## src/rtl/mem_seq.sv

```systemverilog
// Memory-cycle sequencer for the PDP-8e core: runs fetch/read/write/defer/ISZ
// RAM sequences with a configurable read latency. Define MEM_DBREAK_EN to add the data-break channel.
module mem_seq #(
  parameter int FIELD_BITS = 3,
  parameter int MAX_FIELD  = 7,
  parameter int RD_LAT     = 1
) (
  input  logic                     clk,
  input  logic                     reset,
  input  logic                     req,
  input  logic [2:0]               op,
  input  logic [11:0]              addr_in,
  input  logic [FIELD_BITS-1:0]    field_in,
  input  logic [11:0]              wdata,
  output logic                     busy,
  output logic                     done,
  output logic [11:0]              rdata,
  output logic [11:0]              ma,
  output logic [FIELD_BITS-1:0]    ema,
  output logic                     skip,
  output logic                     nxm,
  output logic [FIELD_BITS+11:0]   ram_addr,
  output logic [11:0]              ram_din,
  output logic                     ram_we,
  input  logic [11:0]              ram_dout
`ifdef MEM_DBREAK_EN
  ,
  input  logic                     brk_req,
  input  logic                     brk_wr,
  input  logic [11:0]              brk_addr,
  input  logic [FIELD_BITS-1:0]    brk_field,
  input  logic [11:0]              brk_wdata,
  output logic                     brk_done
`endif
);

  typedef enum logic [2:0] {S_IDLE, S_RD, S_MOD, S_WR, S_DONE} state_e;
  typedef enum logic [2:0] {
    OP_FETCH = 3'd0, OP_READ = 3'd1, OP_WRITE = 3'd2, OP_DEFER = 3'd3, OP_INC = 3'd4
  } op_e;

  localparam logic [1:0]            CNT_LAST = 2'(RD_LAT - 1);
  localparam logic [FIELD_BITS:0]   MAX_F    = (FIELD_BITS + 1)'(MAX_FIELD);

  state_e                  state_q, state_d;
  op_e                     op_q, op_d;
  logic [1:0]              cnt_q, cnt_d;
  logic [11:0]             ma_q, ma_d;
  logic [FIELD_BITS-1:0]   ema_q, ema_d;
  logic [11:0]             wdata_q, wdata_d;
  logic [11:0]             rdata_q, rdata_d;
  logic                    skip_q, skip_d;
  logic                    nxm_q, nxm_d;
  logic                    act_nxm;
  logic                    autoidx;
  logic [11:0]             read_val;

`ifdef MEM_DBREAK_EN
  logic                    brk_q, brk_d;
  logic [11:0]             brk_addr_q, brk_addr_d;
  logic [FIELD_BITS-1:0]   brk_field_q, brk_field_d;
  logic                    brk_nxm_q, brk_nxm_d;

  assign act_nxm  = brk_q ? brk_nxm_q : nxm_q;
  assign ram_addr = brk_q ? {brk_field_q, brk_addr_q} : {ema_q, ma_q};
  assign done     = (state_q == S_DONE) && !brk_q;
  assign brk_done = (state_q == S_DONE) && brk_q;
`else
  assign act_nxm  = nxm_q;
  assign ram_addr = {ema_q, ma_q};
  assign done     = (state_q == S_DONE);
`endif

  // Auto-index locations 0010-0017 share the upper nine address bits 001.
  assign autoidx  = (ma_q[11:3] == 9'o001);
  assign read_val = act_nxm ? 12'o0000 : ram_dout;

  always_comb begin
    // NOTE: every next-state value defaults to its register first so no path infers a latch.
    state_d = state_q;
    op_d    = op_q;
    cnt_d   = cnt_q;
    ma_d    = ma_q;
    ema_d   = ema_q;
    wdata_d = wdata_q;
    rdata_d = rdata_q;
    skip_d  = skip_q;
    nxm_d   = nxm_q;
`ifdef MEM_DBREAK_EN
    brk_d       = brk_q;
    brk_addr_d  = brk_addr_q;
    brk_field_d = brk_field_q;
    brk_nxm_d   = brk_nxm_q;
`endif
    case (state_q)
      S_IDLE, S_DONE: begin
        state_d = S_IDLE;
`ifdef MEM_DBREAK_EN
        brk_d = 1'b0;
        if (brk_req) begin
          brk_d       = 1'b1;
          brk_addr_d  = brk_addr;
          brk_field_d = brk_field;
          brk_nxm_d   = ({1'b0, brk_field} > MAX_F);
          wdata_d     = brk_wdata;
          op_d        = brk_wr ? OP_WRITE : OP_READ;
          cnt_d       = 2'd0;
          state_d     = brk_wr ? S_WR : S_RD;
        end else
`endif
        if (req) begin
          ma_d    = addr_in;
          ema_d   = field_in;
          wdata_d = wdata;
          skip_d  = 1'b0;
          nxm_d   = ({1'b0, field_in} > MAX_F);
          op_d    = (op > 3'd4) ? OP_READ : op_e'(op);
          cnt_d   = 2'd0;
          state_d = (op == 3'd2) ? S_WR : S_RD;
        end
      end
      S_RD: begin
        if (cnt_q == CNT_LAST) begin
          rdata_d = read_val;
          case (op_q)
            OP_INC:   state_d = S_MOD;
            OP_DEFER: begin
              if (autoidx) begin
                state_d = S_MOD;
              end else begin
                ma_d    = read_val;
                state_d = S_DONE;
              end
            end
            default:  state_d = S_DONE;
          endcase
        end else begin
          cnt_d = cnt_q + 2'd1;
        end
      end
      S_MOD: begin
        rdata_d = rdata_q + 12'o0001;
        if (op_q == OP_INC) skip_d = (rdata_q == 12'o7777);
        state_d = S_WR;
      end
      S_WR: begin
        // Deferred pointer write-back uses the pointer address; ma moves only now.
        if (op_q == OP_DEFER) ma_d = rdata_q;
        state_d = S_DONE;
      end
      default: state_d = S_IDLE;
    endcase
  end

  always_ff @(posedge clk) begin
    if (reset) begin
      state_q <= S_IDLE;
      op_q    <= OP_READ;
      cnt_q   <= 2'd0;
      ma_q    <= 12'o0000;
      ema_q   <= '0;
      wdata_q <= 12'o0000;
      rdata_q <= 12'o0000;
      skip_q  <= 1'b0;
      nxm_q   <= 1'b0;
`ifdef MEM_DBREAK_EN
      brk_q       <= 1'b0;
      brk_addr_q  <= 12'o0000;
      brk_field_q <= '0;
      brk_nxm_q   <= 1'b0;
`endif
    end else begin
      state_q <= state_d;
      op_q    <= op_d;
      cnt_q   <= cnt_d;
      ma_q    <= ma_d;
      ema_q   <= ema_d;
      wdata_q <= wdata_d;
      rdata_q <= rdata_d;
      skip_q  <= skip_d;
      nxm_q   <= nxm_d;
`ifdef MEM_DBREAK_EN
      brk_q       <= brk_d;
      brk_addr_q  <= brk_addr_d;
      brk_field_q <= brk_field_d;
      brk_nxm_q   <= brk_nxm_d;
`endif
    end
  end

  // NOTE: the strobe is gated by reset combinationally so an aborted WR never reaches the RAM.
  assign ram_we  = (state_q == S_WR) && !act_nxm && !reset;
  assign ram_din = ((state_q == S_WR) && !reset) ?
                   ((op_q == OP_WRITE) ? wdata_q : rdata_q) : 12'o0000;

  assign busy  = (state_q != S_IDLE) && (state_q != S_DONE);
  assign rdata = rdata_q;
  assign ma    = ma_q;
  assign ema   = ema_q;
  assign skip  = skip_q;
  assign nxm   = nxm_q;

endmodule

```

## config.mk

```make
export PLATFORM = sky130hd
export DESIGN_NAME = mem_seq
export DESIGN_NICKNAME = d
export VERILOG_FILES = /design/src/rtl/mem_seq.sv
export SDC_FILE = /design/constraint.sdc
export NUM_CORES = 1
export LEC_CHECK = 0
export BUFFER_PORTS_ARGS = -buffer_cell sky130_fd_sc_hd__buf_2
export CORE_ASPECT_RATIO = 0.7
export CORE_MARGIN = 2
export CORE_UTILIZATION = 49
export DETAILED_ROUTE_END_ITERATION = 10
export PLACE_DENSITY = 0.84
export SKIP_LAST_GASP = 1
export SLEW_MARGIN = 20
export SYNTH_ARGS = -nofsm -noshare
export SYNTH_HDL_FRONTEND = slang
export SYNTH_SLANG_ARGS = --single-unit
```

## constraint.sdc

```tcl
create_clock -name clk -period 2.27 [get_ports clk]
set_input_delay 0.1135 -clock clk [delete_from_list [all_inputs] [get_ports clk]]
set_output_delay 0.1135 -clock clk [all_outputs]
set_load 0.03 [all_outputs]
```

==> summary.md, run 1 <==
| Metric | Value |
|---|---|
| Worst slack, placed | `0.364 ns` |
| Syn_area_per_cell | `7.78 sq um` |
| Clk sinks | `48` |
| Overall power | `0.00205 W` |
| Full die area | `0.00618 sq mm` |
| Fraction of layout cells with a size suffix above 1 | `0.305` |
| Worst-Skew Late Latency | `0.31 ns` |
| #FFs+latches synth | `48` |
| Pwr dens | `624 mW/mm^2` |
| Final setup TNS | `0 ns` |
| Mux contribution to synthesized area | `0.0965` |
| Diode count | `0` |
| Fmax achieved | `0.471 GHz` |
| Status | `completed` |
| Pins Over Slew Limit | `0` |
| Max_slew headroom | `0.540` |
| Routed Antenna Nets | `0` |
| Top cells by area, synth | `dfxtp_1 (35%), mux2i_1 (8.8%), a21oi_1 (7.5%), nand2_1 (6.3%), nor2_1 (5.4%)` |
| # IOs | `104` |
| CP max-delay cell | `dfxtp_1` |
| Switching fraction of total power | `0.325` |
| Crit-path most repeated cell | `nor2_1` |
| Synth unique cells | `44` |
| Cell taking the most area after synthesis | `dfxtp_1` |
| I/O Buffers | `102` |
| Worst setup path class | `register to primary output` |
| Post-synthesis compound-gate area fraction | `0.188` |
| Post-Syn Nets | `397` |
| Longest Clk Path Bufs | `2` |
| Xor/xnor cell area share of the yosys netlist | `0` |
| Initial DRC count | `200` |
| Sequential share of the synthesized area | `0.353` |
| Post-DP HPWL | `5.58 mm` |
| Number of H-tree levels | `2` |
| Worst hold path type | `input pin to register` |
| First-pass GRT wire length | `12.2 mm` |
| Crit path cell chain | `nand2b_1 > nor2_1 > nand2_1 > nor2_1 > buf_2` |
| Clk pwr share | `0.307` |
| DRT Pass-1 Iters | `4` |
| GP Congestion | `0.849` |
| Count leader, synth | `dfxtp_1` |
| Pint | `0.00139 W` |
| Total of max-cap violations | `0` |
| GRT overflow | `0` |
| Slowest stage delay, CP | `0.50 ns` |
| Crit start category | `register` |
| TritonCTS Buffers | `5` |
| Initial antenna violation count | `0` |
| Layout net count | `476` |
| PnR worst setup slack | `0.145 ns` |
| Initial Util | `0.512` |
| Worst vdd ir | `0.000260 V` |
| Placement Cell Area | `0.00318 sq mm` |
| Cts hold-fix bufs | `0` |
| DR WL/cell | `15.2 microns` |
| Synth Warn # | `0` |
| Post_cts resized | `0` |
| Core Box Area | `0.00531 sq mm` |
| Leak Pwr | `1.40 nW` |
| GRT Util Overall | `0.251` |
| CTS Root Buffer Type | `clkbuf_8` |
| Total wire length | `7.62 mm` |
| Synthesized netlist cell count | `350` |
| Min Tclk post-route | `2.13 ns` |
| CTS tree | `yes` |
| Commonest register cell after synthesis | `dfxtp_1` |
| Combinational group share of total power | `0.228` |
| Critical Path RT | `2.16 ns` |
| Worst Setup End Kind | `primary output` |
| P&R area growth vs syn | `21.0%` |
| Vias in the first global route | `2598` |
| Max FO, Critical Path | `14` |
| Synth Cell Area | `0.00272 sq mm` |
| Row count | `22` |
| Skew final | `0.00567 ns` |
| Vias/cell | `5.65` |
| Clk slew on worst S/H paths | `0.09 ns` |
| Async S/R FF share, synth | `0` |
| Largest family of logic cells by synthesized area | `simple AND/OR/NAND/NOR gates` |
| P_sw | `0.000667 W` |
| Slew @ Worst Pin | `0.680 ns` |
| RSZ-0062 raised after global routing | `false` |
| EDFF count, synth | `0` |
| Pin count of the biggest net entering global routing | `42` |
| Simple-gate area share of the yosys netlist | `0.262` |
| Die X | `93.1 microns` |
| Arrival @ worst endpoint | `2.01 ns` |
| Post-synthesis adder-cell area fraction | `0.00919` |
| Via count | `2836` |
| Top cell type's share of synthesized area | `0.353` |
| Setup violators final | `0` |
| Most frequent cells after synthesis | `dfxtp_1 (48), nand2_1 (46), a21oi_1 (41), nor2_1 (39), mux2i_1 (24)` |
| Die Span Y | `66.4 microns` |
| Finished Cell Area | `0.00329 sq mm` |
| DRC viols | `0` |
| Period utilisation layout | `0.936` |
| Post CTS Setup Buffer Count | `0` |
| Final Hold Fails | `0` |
| Seq pwr share | `0.465` |
-- sequential cells by signal (all words and copies together), names as in the netlist --
signal   flops
ma          12
ema          3
skip         1
wdata_q     12
cnt_q        2
rdata       12
op_q         3
state_q      3
-- power by group through the flow --
stage	Combinational [W]	Clock (W)	Sequential [W]
2_1_floorplan	0.000279	0	0.00103
3_3_place_gp	0.000457	0	0.000971
3_5_place_dp	0.000466	0	0.000974
4_1_cts	0.000467	0.000631	0.000954
5_1_grt	0.000506	0.000675	0.000965
6_report	0.000469	0.000630	0.000956
-- routing by layer --
metal  wire length [microns]  share of wire  up-vias  track usage
met5                       0              0        -            0
met1                    3480           0.46     1323        0.334
met2                    3440           0.45      113        0.405
met3                     571          0.075       15       0.0365
li1                        -              -     1385            -
met4                     121          0.016        0        0.116
-- through the flow --
stage	hold slack [ns]	std cells	util
after global placement	0.357	494	0.599
after global routing	0.0328	502	0.620
after CTS	0.0274	502	0.620
after floorplan	0.249	350	-
after detailed placement	0.360	494	0.599
final	0.0306	502	0.620
-- area by class of cell --
class                           instances  area (sq um)
Timing Repair Buffer                  112           586
Inverter                                6          22.5
Multi-Input combinational cell        256          1520
Fill cell                             488          2020
Clock inverter                          3          42.5
Sequential cell                        48           961
Clock buffer                            5          68.8
Tap cell                               72          90.1
-- worst max-delay path: cells and delay by family (launching register included) --
kind / cells / cell delay [ns]
AND/OR/NAND/NOR: 4 / 0.97
flip-flops: 1 / 0.50
buffers and inverters: 1 / 0.23
-- placed cells by master (no fill, tap or decap), types with 2 or more instances in the layout --
cell type  synthesis  routed
buf_2              8     102
and4_1             2       2
nor3_1             3       3
nor4_1             4       4
o211ai_1           4       4
or4_1              2       2
or2_2              3       3
nand4_1            6       6
nand2b_1           2       2
o21ai_0           15      15
clkbuf_8           0       5
nor3b_1            4       3
a31oi_1            4       4
o41ai_1           10      10
dfxtp_1           48      48
nand3_1            4       4
or3b_2             2       2
nor3b_2            2       3
inv_1              6       6
nand2_1           46      46
a211oi_1           2       2
or3_1              7       7
buf_4             16      10
a21oi_1           41      41
nor2_1            39      39
nor2b_1           10      10
ha_1               2       2
a311oi_1           3       3
mux2i_1           24      24
mux2_2             2       2
-- worst paths after layout --
kind	start	to	slack (ns)	cells past startpoint
setup / recovery	state_q[0]	ram_din[0]	0.14	5
setup reg to reg	state_q[1]	rdata[8]	0.34	4
hold / removal	wdata[5]	wdata_q[5]	0.03	3
hold reg to reg	cnt_q[0]	cnt_q[0]	0.46	2
-- cells by family after synthesis --
group	Yosys count
AND/OR/NAND/NOR	142
AO/OA/AOI/OAI	85
flip-flops	48
buffers and inverters	46
multiplexers	26
adder cells (fa/ha/maj)	2
other	1
Power figures use the tool's default switching activity.
==> run 2: changes to the inputs <==
Settings changed: BUFFER_PORTS_ARGS -buffer_cell sky130_fd_sc_hd__buf_2 to -buffer_cell sky130_fd_sc_hd__buf_4, CORE_UTILIZATION 49 to 45, PLACE_DENSITY 0.84 to 0.78, SLEW_MARGIN 20 to 10.
==> summary.md, run 2 (same netlist as run 1, synthesis figures left out) <==
| Metric | Value |
|---|---|
| Number of H-tree levels | `2 (unchanged)` |
| Fraction of layout cells with a size suffix above 1 | `0.303 (-0.00162)` |
| Sequential cell area | `961 sq um (unchanged)` |
| Hold path cells | `3 (unchanged)` |
| Clk sinks | `48 (unchanged)` |
| Min Tclk post-route | `2.09 ns (-0.0351 ns)` |
| RSZ-0062 raised after global routing | `false` |
| Vias/cell | `5.54 (-1.9%)` |
| DRC viols | `0 (unchanged)` |
| Final Hold Fails | `0 (unchanged)` |
| Final core occ | `0.613 (-0.00709)` |
| Final setup TNS | `0 ns (unchanged)` |
| Post CTS Setup Buffer Count | `0 (unchanged)` |
| Max_slew headroom | `0.537 (-0.00346)` |
| Flop2flop setup slack | `0.24 ns (-0.10 ns)` |
| Most common cell after layout, fill and taps aside | `buf_4` |
| Pin count of the biggest net entering global routing | `60 (+43%)` |
| Longest Clk Path Bufs | `2 (unchanged)` |
| Fin Hold WS | `0.0379 ns (+0.00733 ns)` |
| Clk slew on worst S/H paths | `0.09 ns (about the same)` |
| Total wire length | `7.74 mm (+1.6%)` |
| Post-DP HPWL | `5.72 mm (+2.6%)` |
| Worst Setup End Kind | `primary output` |
| Reg2reg end | `ma[1]` |
| # IOs | `104 (unchanged)` |
| Fillers | `524 (+7.4%)` |
| Pwr dens | `594 mW/mm^2 (-4.7%)` |
| Worst setup path class | `register to primary output` |
| Area occupied by multi-input gates | `0.00152 sq mm (unchanged)` |
| Worst Hold End | `wdata_q[6]` |
| Status | `completed` |
| Core Box Area | `0.00578 sq mm (+8.9%)` |
| GRT Util Overall | `0.228 (-0.0230)` |
| Slew @ Worst Pin | `0.688 ns (+0.00842 ns)` |
| Arrival @ worst endpoint | `1.98 ns (-0.03 ns)` |
| Initial Util | `0.471 (-0.0418)` |
| Leak Pwr | `1.43 nW (+2.5%)` |
| I/O Buffers | `102 (unchanged)` |
| CTS tree | `yes` |
| Die Span Y | `69.1 microns (+4.1%)` |
| Most frequent cells in the layout | `buf_4 (111), dfxtp_1 (48), nand2_1 (46), a21oi_1 (41), nor2_1 (39)` |
| Reg2Reg Depth | `5 (+1)` |
| P&R area growth vs syn | `30.2%` |
| GP Congestion | `0.887 (+4.5%)` |
| Max FO, Critical Path | `14 (unchanged)` |
| Worst-Skew Late Latency | `0.31 ns (about the same)` |
| Row count | `23 (+4.5%)` |
| Pins Over Slew Limit | `0 (unchanged)` |
| Setup violators final | `0 (unchanged)` |
| DRT Pass-1 Iters | `4 (unchanged)` |
| Routed Antenna Nets | `0 (unchanged)` |
| Worst vdd ir | `0.000361 V (+38%)` |
| Die X | `97.0 microns (+4.2%)` |
| Skew final | `0.00729 ns (+0.00163 ns)` |
| TritonCTS Buffers | `5 (unchanged)` |
| Post_cts resized | `0 (unchanged)` |
| Diode count | `0 (unchanged)` |
| Vias in the first global route | `2551 (-1.8%)` |
| GRT overflow | `0 (unchanged)` |
| Fmax achieved | `0.478 GHz (+1.7%)` |
| Via count | `2793 (-1.5%)` |
| Layout net count | `475 (-0.21%)` |
| DR WL/cell | `15.4 microns (+1.2%)` |
| Worst hold path startpoint | `wdata[6]` |
| Initial DRC count | `235 (+18%)` |
| Initial antenna violation count | `0 (unchanged)` |
| Period utilisation layout | `0.921 (-0.0154)` |
| Full die area | `0.00670 sq mm (+8.4%)` |
| First-pass GRT wire length | `12.5 mm (+2.6%)` |
| CTS Root Buffer Type | `clkbuf_8` |
| Worst hold path type | `input pin to register` |
| Critical Path RT | `2.16 ns (about the same)` |
| Cts hold-fix bufs | `0 (unchanged)` |
| Crit start category | `register` |
| Total of max-cap violations | `0 (unchanged)` |
| Worst reg2reg startpoint | `ma[8]` |
==> run 2: how the worst max path moves through the flow <==
stage | from | end | depth (start not counted)
2_1_floorplan | rdata[3] | rdata[11] | 5
3_3_place_gp | ma[8] | ma[1] | 5
3_5_place_dp | ma[8] | ma[1] | 5
4_1_cts | state_q[0] | ram_din[2] | 5
5_1_grt | state_q[0] | ram_din[2] | 5
6_report | state_q[0] | ram_din[2] | 5
==> run 2: critical path, stage by stage, from the launching register on <==
cell	delay, ns
dfxtp_1	0.50
nand2b_1	0.11
nor2_1	0.22
nand2_1	0.39
nor2_1	0.25
buf_4	0.19
==> run 2: power by group <==
part           internal [W]  total (W)  switching (W)  leakage, nW
Sequential         0.000898   0.000960      0.0000619        0.393
Combinational      0.000215   0.000520       0.000305        0.986
Clock              0.000326   0.000628       0.000302       0.0541
==> run 2: layout make-up <==
cell class / count / share of cell area
multi-input cells: 256 / 0.430
flip-flops and latches: 48 / 0.271
repair buffers: 111 / 0.235
well taps: 75 / 0.0265
clock buffers: 5 / 0.0194
clock inverters: 3 / 0.0120
inverters: 6 / 0.00635
==> run 2: per-layer routing <==
layer | vias to the layer above | share of wire | global-route usage
met5 | - | 0 | 0
met4 | 0 | 0.010 | 0.0689
met3 | 8 | 0.080 | 0.0467
met2 | 101 | 0.46 | 0.359
met1 | 1305 | 0.45 | 0.316
li1 | 1379 | - | -
==> run 2: through the flow <==
stage	setup WS [ns]	cell area [sq um]	power, W	instances
CTS	0.166	3550	0.00212	504
floorplan	0.446	2720	0.00131	350
finish	0.180	3550	0.00211	504
global placement	0.456	3430	0.00149	496
global route	0.00530	3550	0.00221	504
detailed placement	0.361	3430	0.00150	496
